### src/rtl/counter_run_ctrl.sv
// Run controller for a 0..limit counter that repeats for a number of passes.
// Supports pause (HOLD), abort (stop) and a DONE state that waits for the next start.
module counter_run_ctrl (
   input  logic       clk,
   input  logic       reset,
   input  logic       start,
   input  logic       stop,
   input  logic       pause,
   input  logic [9:0] limit,
   input  logic [7:0] passes,
   output logic [9:0] count,
   output logic       wrap,
   output logic [7:0] pass_cnt,
   output logic       busy,
   output logic       done
);

   typedef enum logic [1:0] {IDLE, RUN, HOLD, DONE} state_t;

   state_t     state_reg, state_next;
   logic [9:0] lim_reg, lim_next;
   logic [7:0] passes_reg, passes_next;
   logic [9:0] count_next;
   logic [7:0] pass_next;
   logic       wrap_next, busy_next, done_next;
   logic [9:0] limit_clamped;
   logic [7:0] pass_inc;
   logic       at_lim, last_pass;

   assign limit_clamped = (limit > 10'd999) ? 10'd999 : limit;
   assign pass_inc      = pass_cnt + 8'd1;
   assign at_lim        = (count == lim_reg);
   // A HOLD entered at the terminal count can never be terminal, so this is safe in HOLD too
   assign last_pass     = at_lim && (passes_reg != 8'd0) && (pass_inc == passes_reg);

   always_ff @(posedge clk or negedge reset) begin
      if (!reset) begin
         state_reg  <= IDLE;
         lim_reg    <= 10'd0;
         passes_reg <= 8'd0;
         count      <= 10'd0;
         pass_cnt   <= 8'd0;
         wrap       <= 1'b0;
         busy       <= 1'b0;
         done       <= 1'b0;
      end else begin
         state_reg  <= state_next;
         lim_reg    <= lim_next;
         passes_reg <= passes_next;
         count      <= count_next;
         pass_cnt   <= pass_next;
         wrap       <= wrap_next;
         busy       <= busy_next;
         done       <= done_next;
      end
   end

   always_comb begin
      state_next  = state_reg;
      lim_next    = lim_reg;
      passes_next = passes_reg;
      count_next  = count;
      pass_next   = pass_cnt;
      wrap_next   = 1'b0;
      busy_next   = busy;
      done_next   = done;
      case (state_reg)
         IDLE, DONE: begin
            if (start) begin
               state_next  = RUN;
               lim_next    = limit_clamped;
               passes_next = passes;
               count_next  = 10'd0;
               pass_next   = 8'd0;
               busy_next   = 1'b1;
               done_next   = 1'b0;
            end
         end
         RUN, HOLD: begin
            if (stop) begin
               state_next = IDLE;
               count_next = 10'd0;
               busy_next  = 1'b0;
               done_next  = 1'b0;
            end else if (last_pass) begin
               state_next = DONE;
               count_next = 10'd0;
               pass_next  = pass_inc;
               wrap_next  = 1'b1;
               busy_next  = 1'b0;
               done_next  = 1'b1;
            end else if (pause) begin
               state_next = HOLD;
            end else begin
               // Leaving HOLD counts on the same edge
               state_next = RUN;
               if (at_lim) begin
                  count_next = 10'd0;
                  pass_next  = pass_inc;
                  wrap_next  = 1'b1;
               end else begin
                  count_next = count + 10'd1;
               end
            end
         end
         default: state_next = IDLE;
      endcase
   end

endmodule
### config.mk
export PLATFORM = sky130hd
export DESIGN_NAME = counter_run_ctrl
export DESIGN_NICKNAME = d
export VERILOG_FILES = /design/src/rtl/counter_run_ctrl.sv
export SDC_FILE = /design/constraint.sdc
export NUM_CORES = 1
export LEC_CHECK = 0
export BUFFER_PORTS_ARGS = -buffer_cell sky130_fd_sc_hd__buf_2
export CAP_MARGIN = 10
export CORE_ASPECT_RATIO = 0.9
export CORE_MARGIN = 2
export CORE_UTILIZATION = 55
export DETAILED_ROUTE_END_ITERATION = 6
export GPL_TIMING_DRIVEN = 0
export PLACE_DENSITY = 0.79
export SLEW_MARGIN = 20
export SYNTH_ARGS = -nofsm -noshare
export SYNTH_HDL_FRONTEND = slang
export SYNTH_SLANG_ARGS = --single-unit
### constraint.sdc
create_clock -name clk -period 2.4 [get_ports clk]
set_input_delay 0.12 -clock clk [delete_from_list [all_inputs] [get_ports clk]]
set_output_delay 0.12 -clock clk [all_outputs]
set_load 0.005 [all_outputs]
After elaboration in Yosys (flattened, before gate mapping)
Cells that the tools add are included.
{"block": "op_classes", "addsub": 2, "n_eq_ne": 11, "order_cmp": 1, "n_reduce_logical": 10, "mux": 31}
{"cell": "$mux 10", "count": 6}
{"cell": "$mux 8", "count": 5}
{"cell": "$pmux 10 s2", "count": 1}
{"cell": "$pmux 8 s2", "count": 1}
{"cell": "$mux 1", "count": 11}
{"cell": "$add 10x1->10 const B", "count": 1}
{"cell": "$eq 10x10->1", "count": 1}
{"cell": "$gt 10x10->1 const B", "count": 1}
{"cell": "$ne 3x3->1 const B", "count": 3}
{"cell": "$add 8x1->8 const B", "count": 1}
{"cell": "$eq 8x8->1", "count": 1}
{"cell": "$mux 2", "count": 4}
{"cell": "$reduce_bool 8->1", "count": 1}
{"cell": "$reduce_and 2->1", "count": 3}
{"cell": "$eq 2x2->1 const B", "count": 2}
{"cell": "$ne 2x2->1 const B", "count": 2}
{"cell": "$ne 4x4->1 const B", "count": 1}
{"cell": "$pmux 1 s2", "count": 2}
{"cell": "$pmux 2 s2", "count": 1}
{"cell": "$reduce_and 4->1", "count": 1}
{"cell": "$reduce_or 2->1", "count": 2}
{"cell": "$eq 2x1->1 const B", "count": 1}
{"cell": "$logic_and 1x1->1", "count": 2}
{"cell": "$logic_not 2->1", "count": 1}
{"block": "word_totals", "reg_bits": 41, "output_inout_bits": 21, "input_bits": 23}

Depth between registers and ports, before layout
{"block": "logic_depth", "depth_word": 6, "ltp_mapped": 7, "ltp_nobuf": 7}

Worst setup path after synthesis
No wires, ideal clock.
{"block": "synth_timing", "path_type": "register to register", "from": "register pass_cnt[0]", "to": "register pass_cnt[4]", "path_stages_with_launch": 8, "setup_slack_ps": 217, "setup_time_ps": 136, "t_arrival_ps": 2047, "period_less_slack_ps": 2183, "t_required_ps": 2264, "path_cell_list": "dfrtp_1 ha_1 and3_4 and4_1 nor4_4 a311oi_2 o31ai_1 o41ai_2"}
{"block": "synth_via", "elab_chain_cells": 6, "elab_cells_between_ends": 11}
{"item": "start: declaration", "line": "13", "source": "output logic [7:0] pass_cnt,"}
{"item": "start signal: assignment", "line": "51", "source": "pass_cnt <= pass_next;"}
{"item": "$add 8x1->8 *", "line": "31", "source": "assign pass_inc = pass_cnt + 8'd1;"}
{"item": "$eq 8x8->1 or $mux 8 (tied branches)", "line": "34, 97"}
{"item": "$logic_and 1x1->1 or $mux 8 (tied branches)", "line": "34, 92"}
{"item": "$mux 8", "line": "85", "source": "end else if (last_pass) begin"}
{"item": "$mux 8", "line": "80", "source": "if (stop) begin"}
{"item": "$pmux 8 s2", "line": "67", "source": "case (state_reg)"}
Mark *: on every way between the ends. The rest lies on a longest branch, timed or not. The select of a mux whose other input is x is not followed.
A chain may end at the register's enable or synchronous reset.

Final worst setup path
{"block": "layout_timing", "from": "register pass_cnt[0]", "to": "register count[1]"}
{"block": "layout_via", "elab_chain_cells": 6, "elab_cells_between_ends": 8}
{"item": "$add 8x1->8 *", "line": "31"}
{"item": "$eq 8x8->1 *", "line": "34", "source": "assign last_pass = at_lim && (passes_reg != 8'd0) && (pass_inc == passes_reg);"}
{"item": "$logic_and 1x1->1 *", "line": "34"}
{"item": "$mux 10", "line": "85"}
{"item": "$mux 10", "line": "80"}
{"item": "$pmux 10 s2", "line": "67"}
{"item": "end signal: assignment", "line": "50", "source": "count <= count_next;"}
{"item": "end: declaration", "line": "11", "source": "output logic [9:0] count,"}
Mark *: on every way between the ends. The rest lies on a longest branch, timed or not.

==> implementation parameters <==
Parameter                              Value

Run status
  Outcome ... completed

Setup path
  Category of the most critical setup path ... flip-flop to flip-flop
  Type of element capturing the critical path ... flip-flop
  Worst path max stage delay ... ~0.46 ns
  Slowest-stage cell, CP ... sky130_fd_sc_hd__dfrtp_2
  Highest net fanout along the worst path ... 10
  Kind of start point of the critical path ... flip-flop
  Critical path buffers and inverters ... 1
  Family with the most delay on the worst path ... simple AND/OR/NAND/NOR gates
  Ordered cell list for the critical path ... ha_2, and3_4, and4_1, nor4_4, buf_4, nand3_2, a31oi_4, mux2i_1
  Worst endpoint data arrival time ... 2.47 ns
  Required time at the worst-slack endpoint ... 2.62 ns

Placed design
  Instance count after placement with tap cells included ... between 300 and 400
  Hpwl dp ... 3.683 mm
  Dpl ws ... -0.01186 ns
  Area post-placement ... between 0.002 and 0.003 sq mm
  Final RePlAce weighted congestion ... approximately 0.90
  Number of input and output port buffers inserted ... 43

Floorplanning
  Starting utilization of the core area ... 56.62%
  Die area ... between 0.004 and 0.005 sq mm
  Placeable core region ... 0.004046 sq mm
  Die boundary width ... around 72 microns
  Boundary Pins ... 44
  Die boundary height ... 65.23 microns
  Number of rows created at floorplan ... 22

Clock tree
  Clk sinks ... 41
  Clock-pin slew on the worst setup and hold paths ... 0.08 ns
  Later-pin clock latency in the skew report ... 0.30 ns
  CTS tree ... built
  Max H-tree Level ... 2
  Max clock buf depth ... 2
  TritonCTS buffer count ... 5
  Clock root buffer master ... sky130_fd_sc_hd__clkbuf_8

STA
  Clock period minus worst slack ... 2.244 ns
  Post-route worst setup slack ... about 0.16 ns
  Headroom to the max-slew limit ... 39.57%
  Transition time at the pin with the least slew margin ... 0.9064 ns
  Share of the clock period used by the worst path ... 93.49%
  Max-slew violation count ... 0
  Number of endpoints failing setup at the final stage ... 0
  Clock Skews ... 0.007580 ns
  Endpoints failing hold ... 0
  Unrepaired setup endpoints after global routing ... no
  FMAX ... around 0.45 GHz

Detailed routing
  Number of vias after detailed routing ... approximately 2000
  Mean routed wirelength per cell ... 14.55 microns
  Initial DRT Pass Iterations ... 4
  DRC violation count after routing ... 0
  Routed Wire Length ... 4.961 mm
  Number of violations reported at the end of detailed-routing iteration 0 ... about 190
  Post-DRT Antenna Nets ... 0
  Ratio of routed vias to standard cells ... 5.801

Synth
  Number of enable flip-flop cells after synthesis ... 0
  Synthesized net count ... 265
  Synthesized area ... 0.002291 sq mm
  Count of yosys warnings during synthesis ... 0
  Post-synthesis sequential element count ... 41
  Cell types occupying the most area after synthesis ... sky130_fd_sc_hd__dfrtp_1 45%, sky130_fd_sc_hd__nand2_1 8.5%, sky130_fd_sc_hd__xnor2_1 6.9%
  Cell with the most instances after synthesis ... sky130_fd_sc_hd__nand2_1
  Synth Instances ... 240
  Average cell area after synthesis ... 9.546 sq um
  Proportion of synthesized chip area in sequential cells ... 44.78%
  Most used DFF post-synth ... sky130_fd_sc_hd__dfrtp_1
  Cell accounting for the most synthesized area ... sky130_fd_sc_hd__dfrtp_1
  Async set-or-reset flop fraction in the synthesized netlist ... 100.0%
  Number of distinct library cells after synthesis ... 51
  Top-area cell type share of the netlist area ... roughly 45%
  Commonest cells post-synth ... 52 x sky130_fd_sc_hd__nand2_1, 41 x sky130_fd_sc_hd__dfrtp_1, 18 x sky130_fd_sc_hd__xnor2_1

Global routing
  Pin count of the biggest net entering global routing ... 42
  Total grt overflow ... 0
  Antenna violations before repair ... 0
  Number of global-route vias before repair ... ~1900
  Total Routing Usage GR ... 23.47%
  First-pass GRT wire length ... 8.645 mm

Finish
  Share of layout cells above drive strength 1 ... 24.57%
  Combined area of the multi-input logic cells ... 0.001224 sq mm
  Total Nets Final ... around 320
  Area of all placed cells without fillers ... 0.002711 sq mm
  Register area ... a little over 0.001 sq mm
  Filler Cells Inserted ... 356
  Number of antenna diodes ... 0
  Area added between synthesis and finish ... 18.35%
  Final Instance Count excl. Fillers ... 341

Pwr
  Maximum vdd drop ... 0.0006161 V
  Leak pwr ... 1.248 nW
  Power density over the cells ... 1001 mW/mm^2
  Sum of internal, switching and leakage power ... 2.715 mW

Job
  Number of max-cap violations ... 0

Worst hold path
  Hold WC Path Type ... input pin to flip-flop
final cells by class:
cell class | count | share of cell area [%]
buffer | 8 | 1.477
clock buffer | 7 | 3.553
clock inverter | 1 | 0.1846
inverter | 7 | 0.9691
multi-input combinational | 184 | 45.13
sequential | 41 | 37.89
tap | 48 | 2.215
timing repair buffer | 45 | 8.583
worst paths after layout:
check                           slack (ns)  cells after the start         from       endpoint
max in group asynchronous             1.29                      2        reset    pass_cnt[0]
worst max-delay path                  0.16                      8  pass_cnt[0]       count[1]
worst min register to register        0.51                      1         busy           busy
min in group asynchronous             0.49                      2        reset    pass_cnt[2]
worst max register to register        0.16                      8  pass_cnt[0]       count[1]
worst min-delay path                  0.01                      3    passes[4]  passes_reg[4]
metrics by stage:
stage	TNS (ns)	util [%]	hold WS (ns)
6_report	0	67.01	0.01449
5_1_grt	0	67.01	0.009965
4_1_cts	0	66.64	0.01021
3_5_place_dp	-0.01186	63.42	0.2940
3_3_place_gp	0	63.42	0.2946
2_1_floorplan	0	-	-0.1756
layout by cell type (no fill, tap or decap), drive strengths merged, types with 2 or more instances in the layout:
master  synthesis  layout
mux2i           2       2
or3             2       2
xor2            4       4
nor2           10      10
buf             3      47
and3            5       5
o31ai           8       8
ha              2       2
o211ai          5       5
clkbuf          5      12
nand2b          4       4
a31oi          12      12
o21ai           9       9
nand2          52      52
clkinv          1       2
nand3           9       9
o31a            2       2
nand3b          2       2
xnor2          18      18
o41ai           2       2
a22o            2       2
nand4           7       7
o22a            5       5
nor3            2       2
inv             6       6
nor4            3       3
dfrtp          41      41
worst min-delay path: stages:
cell and delay, ns:
sky130_fd_sc_hd__buf_2 0.07, sky130_fd_sc_hd__nand2_1 0.04, sky130_fd_sc_hd__nand2_1 0.04
cell families (layout without fill, tap and decap cells):
family	after synthesis	count (layout)	synth area share [%]
AND/OR/NAND/NOR	101	101	21.68
AO/OA/AOI/OAI	57	57	20.26
flip-flops	41	41	44.78
XOR/XNOR	22	22	8.410
buffers and inverters	15	68	2.894
adder cells (fa/ha/maj)	2	2	1.092
multiplexers	2	2	0.8739
layer usage:
| layer | vias up | GRT usage (%) | wire [microns] |
|---|---|---|---|
| met1 | 934 | 34.46 | 2522 |
| met3 | 7 | 5.368 | 270 |
| met2 | 64 | 34.49 | 2104 |
| li1 | 973 | - | - |
| met5 | - | 0 | 0 |
| met4 | 0 | 7.311 | 63 |
power by group:
part           switching (mW)  leakage, nW  total [mW]  internal [mW]
registers               0.197        0.528        1.09          0.888
logic                   0.651        0.665        1.13          0.483
clock network           0.236       0.0542       0.496          0.260
total                    1.08         1.25        2.72           1.63
repair_timing:
item | in CTS | in global routing
gates resized for setup | 1 | 5
setup endpoints to repair | 2 | 15
hold buffers | 1 | 0
pin swaps | 1 | 1
endpoints found under the hold margin | 41 | 0
setup buffers | 1 | 0
Note: power is estimated with default switching activity, not from simulation.
